<file path="config.mk">
export PLATFORM = sky130hd
export DESIGN_NAME = serial_magnitude_comp_flat
export DESIGN_NICKNAME = d
export VERILOG_FILES = /design/src/rtl/serial_magnitude_comp_if.sv /design/src/rtl/serial_magnitude_comp.sv /design/src/flat_wrapper.sv
export SDC_FILE = /design/constraint.sdc
export NUM_CORES = 1
export LEC_CHECK = 0
export BUFFER_PORTS_ARGS = -buffer_cell sky130_fd_sc_hd__buf_4
export CAP_MARGIN = 30
export CORE_MARGIN = 10
export CORE_UTILIZATION = 52
export DETAILED_ROUTE_END_ITERATION = 10
export GPL_TIMING_DRIVEN = 0
export PLACE_DENSITY = 0.86
export SLEW_MARGIN = 0
export SYNTH_ARGS = -nofsm -noshare
export SYNTH_HDL_FRONTEND = slang
export SYNTH_SLANG_ARGS = --single-unit
export TNS_END_PERCENT = 100
</file>
<file path="constraint.sdc">
create_clock -name clk -period 1.8 [get_ports clk]
set_clock_uncertainty 0.1 [all_clocks]
set_input_delay 0.36 -clock clk [delete_from_list [all_inputs] [get_ports clk]]
set_output_delay 0.36 -clock clk [all_outputs]
set_load 0.05 [all_outputs]
</file>
<file path="src/rtl/serial_magnitude_comp_if.sv">
// Start/done bundle for serial_magnitude_comp: operands and mode in, busy/done and lt/eq/gt out.
// Handshake: a request is taken on any rising edge where start=1 and the comparator is idle
// or finishing (not busy); done is a one-cycle pulse and lt/eq/gt hold until the next accept.
interface serial_magnitude_comp_if #(
  parameter int WIDTH = 16
);
  logic             start;
  logic [WIDTH-1:0] a;
  logic [WIDTH-1:0] b;
  logic             signed_mode;
  logic             busy;
  logic             done;
  logic             lt;
  logic             eq;
  logic             gt;
  logic [1:0]       state_dbg;

  modport master (
    output start, a, b, signed_mode,
    input  busy, done, lt, eq, gt, state_dbg
  );

  modport slave (
    input  start, a, b, signed_mode,
    output busy, done, lt, eq, gt, state_dbg
  );
endinterface

</file>
<file path="src/rtl/serial_magnitude_comp.sv">
// Multi-cycle MSB-first magnitude comparator, DIGIT bits per clock, signed/unsigned mode.
// Optional macro SERIAL_COMP_EARLY_EXIT_EN finishes on the first differing slice.
module serial_magnitude_comp #(
  parameter int WIDTH = 16,
  parameter int DIGIT = 1
) (
  input logic                 clk,
  input logic                 rst,
  serial_magnitude_comp_if.slave cmp
);

  if (WIDTH < 1 || DIGIT < 1 || DIGIT > WIDTH || (WIDTH % DIGIT) != 0) begin : g_bad_param
    $error("serial_magnitude_comp: WIDTH must be >= 1 and a multiple of DIGIT in 1..WIDTH");
  end

  localparam int N  = WIDTH / DIGIT;
  localparam int IW = (N > 1) ? $clog2(N) : 1;
  localparam logic [WIDTH-1:0] MSB_MASK = WIDTH'(1) << (WIDTH - 1);

  typedef enum logic [1:0] {
    S_IDLE = 2'd0,
    S_RUN  = 2'd1,
    S_DONE = 2'd2
  } state_t;

  state_t           state;
  logic [WIDTH-1:0] a_q;
  logic [WIDTH-1:0] b_q;
  logic [IW-1:0]    idx;
  logic             decided;
  logic             dec_lt;
  logic             busy_q;
  logic             done_q;
  logic             lt_q;
  logic             eq_q;
  logic             gt_q;

  // Operands shift left each step, so the live slice is always the top DIGIT bits.
  logic [DIGIT-1:0] slice_a;
  logic [DIGIT-1:0] slice_b;
  logic             differs;
  logic             slice_lt;
  logic             last;
  logic             finish;

  assign slice_a  = a_q[WIDTH-1 -: DIGIT];
  assign slice_b  = b_q[WIDTH-1 -: DIGIT];
  assign differs  = (slice_a != slice_b);
  assign slice_lt = (slice_a < slice_b);
  assign last     = (idx == IW'(N - 1));

`ifdef SERIAL_COMP_EARLY_EXIT_EN
  assign finish = last || (differs && !decided);
`else
  assign finish = last;
`endif

  always_ff @(posedge clk) begin
    if (rst) begin
      state   <= S_IDLE;
      a_q     <= '0;
      b_q     <= '0;
      idx     <= '0;
      decided <= 1'b0;
      dec_lt  <= 1'b0;
      busy_q  <= 1'b0;
      done_q  <= 1'b0;
      lt_q    <= 1'b0;
      eq_q    <= 1'b0;
      gt_q    <= 1'b0;
    end else begin
      done_q <= 1'b0;
      case (state)
        S_IDLE, S_DONE: begin
          if (cmp.start) begin
            // Flipping both MSBs maps two's complement onto offset binary.
            state   <= S_RUN;
            a_q     <= cmp.a ^ (cmp.signed_mode ? MSB_MASK : '0);
            b_q     <= cmp.b ^ (cmp.signed_mode ? MSB_MASK : '0);
            idx     <= '0;
            decided <= 1'b0;
            dec_lt  <= 1'b0;
            busy_q  <= 1'b1;
            lt_q    <= 1'b0;
            eq_q    <= 1'b0;
            gt_q    <= 1'b0;
          end else begin
            state <= S_IDLE;
          end
        end
        S_RUN: begin
          a_q <= a_q << DIGIT;
          b_q <= b_q << DIGIT;
          idx <= idx + IW'(1);
          if (differs && !decided) begin
            decided <= 1'b1;
            dec_lt  <= slice_lt;
          end
          if (finish) begin
            state  <= S_DONE;
            idx    <= '0;
            busy_q <= 1'b0;
            done_q <= 1'b1;
            if (decided) begin
              lt_q <= dec_lt;
              gt_q <= !dec_lt;
            end else if (differs) begin
              lt_q <= slice_lt;
              gt_q <= !slice_lt;
            end else begin
              eq_q <= 1'b1;
            end
          end
        end
        default: state <= S_IDLE;
      endcase
    end
  end

  assign cmp.busy      = busy_q;
  assign cmp.done      = done_q;
  assign cmp.lt        = lt_q;
  assign cmp.eq        = eq_q;
  assign cmp.gt        = gt_q;
  assign cmp.state_dbg = state;

endmodule

</file>
<file path="src/flat_wrapper.sv">
// flat-port wrapper written by rule: the top's interface ports become plain ports
module serial_magnitude_comp_flat 
#(
  parameter int WIDTH = 16,
  parameter int DIGIT = 1
)
  (clk, rst, cmp_start, cmp_a, cmp_b, cmp_signed_mode, cmp_busy, cmp_done, cmp_lt, cmp_eq, cmp_gt, cmp_state_dbg);
  serial_magnitude_comp_if #(.WIDTH(WIDTH)) cmp_i ();
  input logic clk;
  input logic rst;
  input wire logic [$bits(cmp_i.start)-1:0] cmp_start;
  input wire logic [$bits(cmp_i.a)-1:0] cmp_a;
  input wire logic [$bits(cmp_i.b)-1:0] cmp_b;
  input wire logic [$bits(cmp_i.signed_mode)-1:0] cmp_signed_mode;
  output wire logic [$bits(cmp_i.busy)-1:0] cmp_busy;
  output wire logic [$bits(cmp_i.done)-1:0] cmp_done;
  output wire logic [$bits(cmp_i.lt)-1:0] cmp_lt;
  output wire logic [$bits(cmp_i.eq)-1:0] cmp_eq;
  output wire logic [$bits(cmp_i.gt)-1:0] cmp_gt;
  output wire logic [$bits(cmp_i.state_dbg)-1:0] cmp_state_dbg;
  assign cmp_i.start = cmp_start;
  assign cmp_i.a = cmp_a;
  assign cmp_i.b = cmp_b;
  assign cmp_i.signed_mode = cmp_signed_mode;
  assign cmp_busy = cmp_i.busy;
  assign cmp_done = cmp_i.done;
  assign cmp_lt = cmp_i.lt;
  assign cmp_eq = cmp_i.eq;
  assign cmp_gt = cmp_i.gt;
  assign cmp_state_dbg = cmp_i.state_dbg;
  serial_magnitude_comp #(.WIDTH(WIDTH), .DIGIT(DIGIT)) u_core (.clk(clk), .rst(rst), .cmp(cmp_i));
endmodule
</file>
==> summary.md, run 1 <==
| Metric | Value |
|---|---|
| CTS buffer count | 5 |
| R2R cell count | 5 |
| Syn_area_per_cell | 8.92 sq um |
| Hold Path Sink | u_core.b_q[0]$_SDFFE_PP0P_ |
| Seq pwr share | 57.5% |
| GR met2 Demand/Resource | 24.4% |
| Worst r2r dst | u_core.cmp.lt$_SDFFE_PP0P_ |
| Post-synthesis mux area share | 2.33% |
| RSZ-0062 raised after global routing | no |
| Initial antenna violation count | 0 |
| Die area | 6430 sq um |
| Most common cell after layout, fill and taps aside | dfxtp_1 |
| Post-route ant nets | 0 |
| Vias in the first global route | 1,781 |
| Final Cycle Share | 95.5% |
| Distinct cells, synth | 29 |
| Core box area | 3420 sq um |
| Total length of routed wires | 4710 um |
| Max Cap Viol | 0 |
| Fin nets | 298 |
| Slew @ Worst Pin | 494 ps |
| Hold Path Cell Cnt | 3 |
| Worst Hold Class | in2reg |
| Met3 Use GR | 4.79% |
| Hold Buf Count CTS | 0 |
| Critical path fanouts, max | 3 |
| Syn Inst Count | 211 |
| WL per Instance | 15.3 um |
| Area share of and/or/nand/nor cells after synthesis | 17.5% |
| Largest net degree at the start of global routing | 15 |
| Later-pin clock latency in the skew report | 370 ps |
| Syn_nets | 249 |
| H-tree Lvls | 2 |
| Clk buf depth | 2 |
| Complex-gate fraction of the synthesized area | 24.1% |
| Area delta synth->final | 23.0% |
| CP arrival | 1880 ps |
| Worst setup SP type | flip-flop |
| Post-synth EDFFs | 0 |
| End-of-flow core utilization | 67.8% |
| Die Y | 80.2 um |
| Reg clk slew, reported paths | 130 ps |
| Largest family of logic cells by synthesized area | compound AO/OA/AOI/OAI gates |
| 1st-pass router iterations | 4 |
| Rows | 21 |
| PortBufs | 42 |
| Post-layout minimum cycle time | 1720 ps |
| Sw Share | 28.8% |
| Required @ worst endpoint | 1960 ps |
| CTS Sinks | 45 |
| Final HPWL DP | 3330 um |
| Synth Register Bits | 45 |
| CTS Root Buffer Type | clkbuf_4 |
| Pwr per Cell Area | 816 nW/um^2 |
| Setup Buffers After CTS | 0 |
| Grt ovf | 0 |
| Die W | 80.2 um |
| Gr busiest metal | met2 |
| Share of the synthesized area in the top cell type | 47.8% |
| Most frequent cells in the layout | 43 x dfxtp_1, 42 x buf_4, 39 x a21oi_1 |
| Final Hold Vio Count | 0 |
| R2R Path Start | u_core.a_q[15]$_SDFFE_PP0P_ |
| Worst Setup Path Type | reg2reg |
| Starting Density | 55.1% |
| NetSw | 544 uW |
| Resized Gates After CTS | 0 |
| CTS tree | done |
| Synth area leaders | dfxtp_1 48%, a22oi_1 12%, a21oi_1 10%, nand3_1 9.6%, buf_2 3.2% |
| Clock network power share | 25.0% |
| Synth Area in Adders | 1.33% |
| Ys flop type | dfxtp_1 |
| Layout cells sized above 1 | 26.4% |
| Slew Viols, Final | 0 |
| Syn Std Cell Area | 1880 sq um |
| Total negative slack | 0 ps |
| Async set-or-reset flop fraction in the synthesized netlist | 0% |
| Leakage | 0.897 nW |
| Vias per cell | 5.87 |
| P_int | 1.35 mW |
| Reg2Reg Setup Slack | 80 ps |
| Diode count | 0 |
| Gp weighted congestion | 0.764 |
| GR Util met1 | 17.1% |
| Setup violators final | 0 |
| Synth warn | 0 |
| Crit end category | flip-flop |
| Comb power frac | 17.4% |
| GRT Total Usage | 14.8% |
| Max-slew headroom | 67.1% |
| Fmax | 582 MHz |
| Synth area leader | dfxtp_1 |
| Max VDD drop | 586 uV |
| DRC | 0 |
| DRT iter0 DRCs | 145 |
| Via count | 1,802 |
| IO Pins | 43 |
| Sequential element share of the synthesized area | 47.8% |
| First-pass GRT wire length | 7870 um |
| Post-Synth XOR/XNOR Area | 0.930% |
| Total power | 1.89 mW |
| Worst hold start | cmp_b[0] |
| Outcome | finished, final reports clean |
[synth_stat cells, types with 2 or more instances]
library cell	instances
mux2_1	2
or3_1	2
nor2b_1	3
clkbuf_1	9
xor2_1	2
inv_1	2
buf_2	12
a21oi_1	39
nand3_1	36
ha_1	2
a22oi_1	30
nor3b_1	3
nor3_1	5
nand2_1	3
dfxtp_1	45
a31oi_1	2
nand2b_1	2
[worst max-delay path by stage]
stage | start | to | slack [ps] | depth (start not counted)
6_report | u_core.a_q[15]$_SDFFE_PP0P_ | u_core.cmp.lt$_SDFFE_PP0P_ | 80 | 5
5_1_grt | u_core.a_q[15]$_SDFFE_PP0P_ | u_core.cmp.lt$_SDFFE_PP0P_ | 3 | 5
4_1_cts | u_core.a_q[15]$_SDFFE_PP0P_ | u_core.cmp.lt$_SDFFE_PP0P_ | 60 | 5
3_5_place_dp | u_core.idx[0]$_SDFFE_PP0P_ | u_core.cmp.lt$_SDFFE_PP0P_ | 80 | 4
3_3_place_gp | u_core.idx[0]$_SDFFE_PP0P_ | u_core.cmp.gt$_SDFFE_PP0P_ | 140 | 4
2_1_floorplan | u_core.cmp.state_dbg[1]$_SDFFE_PP0P_ | u_core.cmp.lt$_SDFFE_PP0P_ | 60 | 5
[critical path: stages (launching register included)]
cell and delay [ps]:
dfxtp_2 350, inv_1 40, ha_1 300, nor2b_1 160, or3_4 350, mux2_1 330
[through the flow]
step                      cell area, sq um  setup slack (ps)  instances  hold slack (ps)
after floorplan                       1880              61.3        211              348
after detailed placement              2260              81.6        299              359
after global routing                  2320              3.33        307              131
after CTS                             2310              61.7        307              123
after global placement                2260               141        299              354
final                                 2320              80.3        307              136
[final cells by class]
class                           count  area (sq um)
Timing Repair Buffer               42           315
Fill cell                         316          1100
Sequential cell                    45           903
Multi-Input combinational cell    142           872
Clock inverter                      3          17.5
Clock buffer                        5          37.5
Buffer                             22           105
Tap cell                           46          57.6
Inverter                            2          7.51
[sequential cells by signal, indices dropped and copies added (netlist names)]
signal	count
u_core.cmp.gt	1
u_core.cmp.busy	1
u_core.cmp.lt	1
u_core.cmp.state_dbg	2
u_core.cmp.eq	1
u_core.a_q	16
u_core.idx	4
u_core.decided	1
u_core.cmp.done	1
u_core.dec_lt	1
u_core.b_q	16
[cells by family after synthesis]
logic type,count (synthesis)
simple gates,60
flops,45
xor+xnor,2
mux,4
fa+ha+maj,2
buf+inv,24
compound gates,74
[power by group through the flow]
stage / Sequential, mW / Clock [mW] / Combinational, mW
2_1_floorplan: 1.11 / 0 / 0.196
6_report: 1.09 / 0.473 / 0.330
4_1_cts: 1.09 / 0.485 / 0.329
5_1_grt: 1.10 / 0.521 / 0.367
3_5_place_dp: 1.11 / 0 / 0.328
3_3_place_gp: 1.11 / 0 / 0.321
[layer usage]
layer / routed length [um] / share of wire, %
met5: 0 / 0
met4: 61 / 1.3
met3: 319 / 6.8
met2: 2280 / 48
met1: 2050 / 44
(Power assumes the default switching activity.)
==> run 2: changes to the inputs <==
CELL_PAD_IN_SITES_DETAIL_PLACEMENT = 0   (was default)
CELL_PAD_IN_SITES_GLOBAL_PLACEMENT = 1   (was default)
CORE_UTILIZATION = 39   (was 52)
SLEW_MARGIN = 30   (was 0)
==> run 2 against run 1 <==
Combinational power about the same; global-route usage down 2.1 points; routed wire length increased by 1.6%; hold slack better by 69 ps; via count shrank 0.55%; count of clock-buffer cells in the layout rose by 1; setup slack better by 36 ps; clock power rose by 68%; register-to-register slack improved by 40 ps; maximum frequency is 2.1% higher; cell count up 2.6%; sequential cell count is the same.
==> summary.md, run 2 (synthesis gave the netlist of run 1 again) <==
| Metric | Value |
|---|---|
| Outcome | finished, final reports clean |
| Die area | 8010 sq um |
| Max VDD drop | 471 uV |
| Largest regs | u_core.a_q x16, u_core.b_q x16, u_core.idx x4 |
| Total negative slack | 0 ps |
| CTS Sinks | 45 |
| Diode count | 0 |
| PortBufs | 42 |
| IO Pins | 43 |
| WL per Instance | 15.2 um |
| Later-pin clock latency in the skew report | 300 ps |
| CP arrival | 1770 ps |
| Hold WS | 205 ps |
| 1st-pass router iterations | 5 |
| R2R cell count | 5 |
| Area delta synth->final | 26.9% |
| Die Y | 89.5 um |
| Gp weighted congestion | 0.780 |
| Vias in the first global route | 1,764 |
| Max Cap Viol | 0 |
| DRC | 0 |
| Final setup margin | 116 ps |
| Resized Gates After CTS | 0 |
| DRT iter0 DRCs | 86 |
| Critical path fanouts, max | 3 |
| Vias per cell | 5.69 |
| Total length of routed wires | 4790 um |
| Post-route ant nets | 0 |
| Slew Viols, Final | 0 |
| Core box area | 4690 sq um |
| First-pass GRT wire length | 8180 um |
| Worst Setup Path Type | reg2reg |
| Via count | 1,792 |
| Pwr per Cell Area | 926 nW/um^2 |
| CTS tree | done |
| Layout cells sized above 1 | 26.1% |
| Post-layout minimum cycle time | 1680 ps |
| CP peak stage delay | 340 ps |
| Final HPWL DP | 3330 um |
| Fin nets | 298 |
| CTS Root Buffer Type | clkbuf_8 |
| CTS buffer count | 5 |
| Setup Buffers After CTS | 0 |
| Worst setup SP type | flip-flop |
| Slowest CP cell | dfxtp_1 |
| Largest net degree at the start of global routing | 15 |
| Fmax | 594 MHz |
| Die W | 89.5 um |
| # fillers | 490 |
| Hold Path Cell Cnt | 3 |
| Required @ worst endpoint | 1890 ps |
| Most frequent cells in the layout | 44 x dfxtp_1, 42 x buf_4, 39 x a21oi_1 |
| Worst Hold Class | in2reg |
| Crit end category | flip-flop |
| Max-slew headroom | 68.3% |
| Most common cell after layout, fill and taps aside | dfxtp_1 |
| Critical path cell sequence | inv_1 > ha_1 > nor2b_1 > or3_4 > mux2_1 |
| Clk buf depth | 2 |
| Hold Buf Count CTS | 0 |
| H-tree Lvls | 2 |
| Pre-CTS WS | 116 ps |
| Grt ovf | 0 |
| Initial antenna violation count | 0 |
| Setup violators final | 0 |
| GRT Total Usage | 12.8% |
| Rows | 25 |
| Slew @ Worst Pin | 475 ps |
| Final Cycle Share | 93.5% |
| RSZ-0062 raised after global routing | no |
| Reg clk slew, reported paths | 80 ps |
| Leakage | 0.923 nW |
| Starting Density | 40.1% |
| Final Hold Vio Count | 0 |
[run 2: cell count changes in the layout (fill, tap and decap cells not counted)]
cell       previous run  this run
bufinv_16             0         1
clkbuf_4              5         0
clkbuf_8              0         6
clkinv_2              2         0
dfxtp_1              43        44
dfxtp_2               2         1
[run 2: area by class of cell]
type / count / area (sq um) / share of cell area, %
clock buffers: 6 / 82.6 / 3.46
multi-input cells: 142 / 872 / 36.5
flip-flops and latches: 45 / 902 / 37.7
clock inverters: 2 / 37.5 / 1.57
repair buffers: 42 / 315 / 13.2
well taps: 54 / 67.6 / 2.83
plain buffers: 22 / 105 / 4.40
inverters: 2 / 7.51 / 0.314
[run 2: stage by stage]
stage	power, mW	cells	cell area [sq um]	utilization (%)
6_report	2.21	315	2390	50.9
4_1_cts	2.23	315	2390	50.9
5_1_grt	2.32	315	2390	50.9
2_1_floorplan	1.31	211	1880	-
3_3_place_gp	1.44	307	2270	48.3
3_5_place_dp	1.44	307	2270	48.3
[run 2: worst max-delay path, delay by kind of cell, from the launching register on]
family	cells	cell delay, ps
buffers and inverters	1	40
AND/OR/NAND/NOR	2	500
flip-flops	1	340
multiplexers	1	310
adder cells (fa/ha/maj)	1	290
[run 2: final timing paths]
check / start / to / slack [ps]
max: u_core.a_q[15]$_SDFFE_PP0P_ / u_core.cmp.lt$_SDFFE_PP0P_ / 120
min reg2reg: u_core.a_q[2]$_SDFFE_PP0P_ / u_core.a_q[2]$_SDFFE_PP0P_ / 370
min: cmp_a[0] / u_core.a_q[0]$_SDFFE_PP0P_ / 210
max reg2reg: u_core.a_q[15]$_SDFFE_PP0P_ / u_core.cmp.lt$_SDFFE_PP0P_ / 120
[run 2: where the power goes]
group	switching (mW)	total [mW]	internal [mW]
logic	0.186	0.330	0.143
registers	0.0320	1.09	1.05
clock network	0.345	0.796	0.451
[run 2: routing by layer]
layer | global-route usage (%) | part of all wire (%) | vias to the layer above
met5 | 0 | 0 | -
met4 | 2.17 | 0.52 | 0
met3 | 5.38 | 8.1 | 4
met2 | 19.9 | 44 | 46
met1 | 16.2 | 48 | 860
li1 | - | - | 882
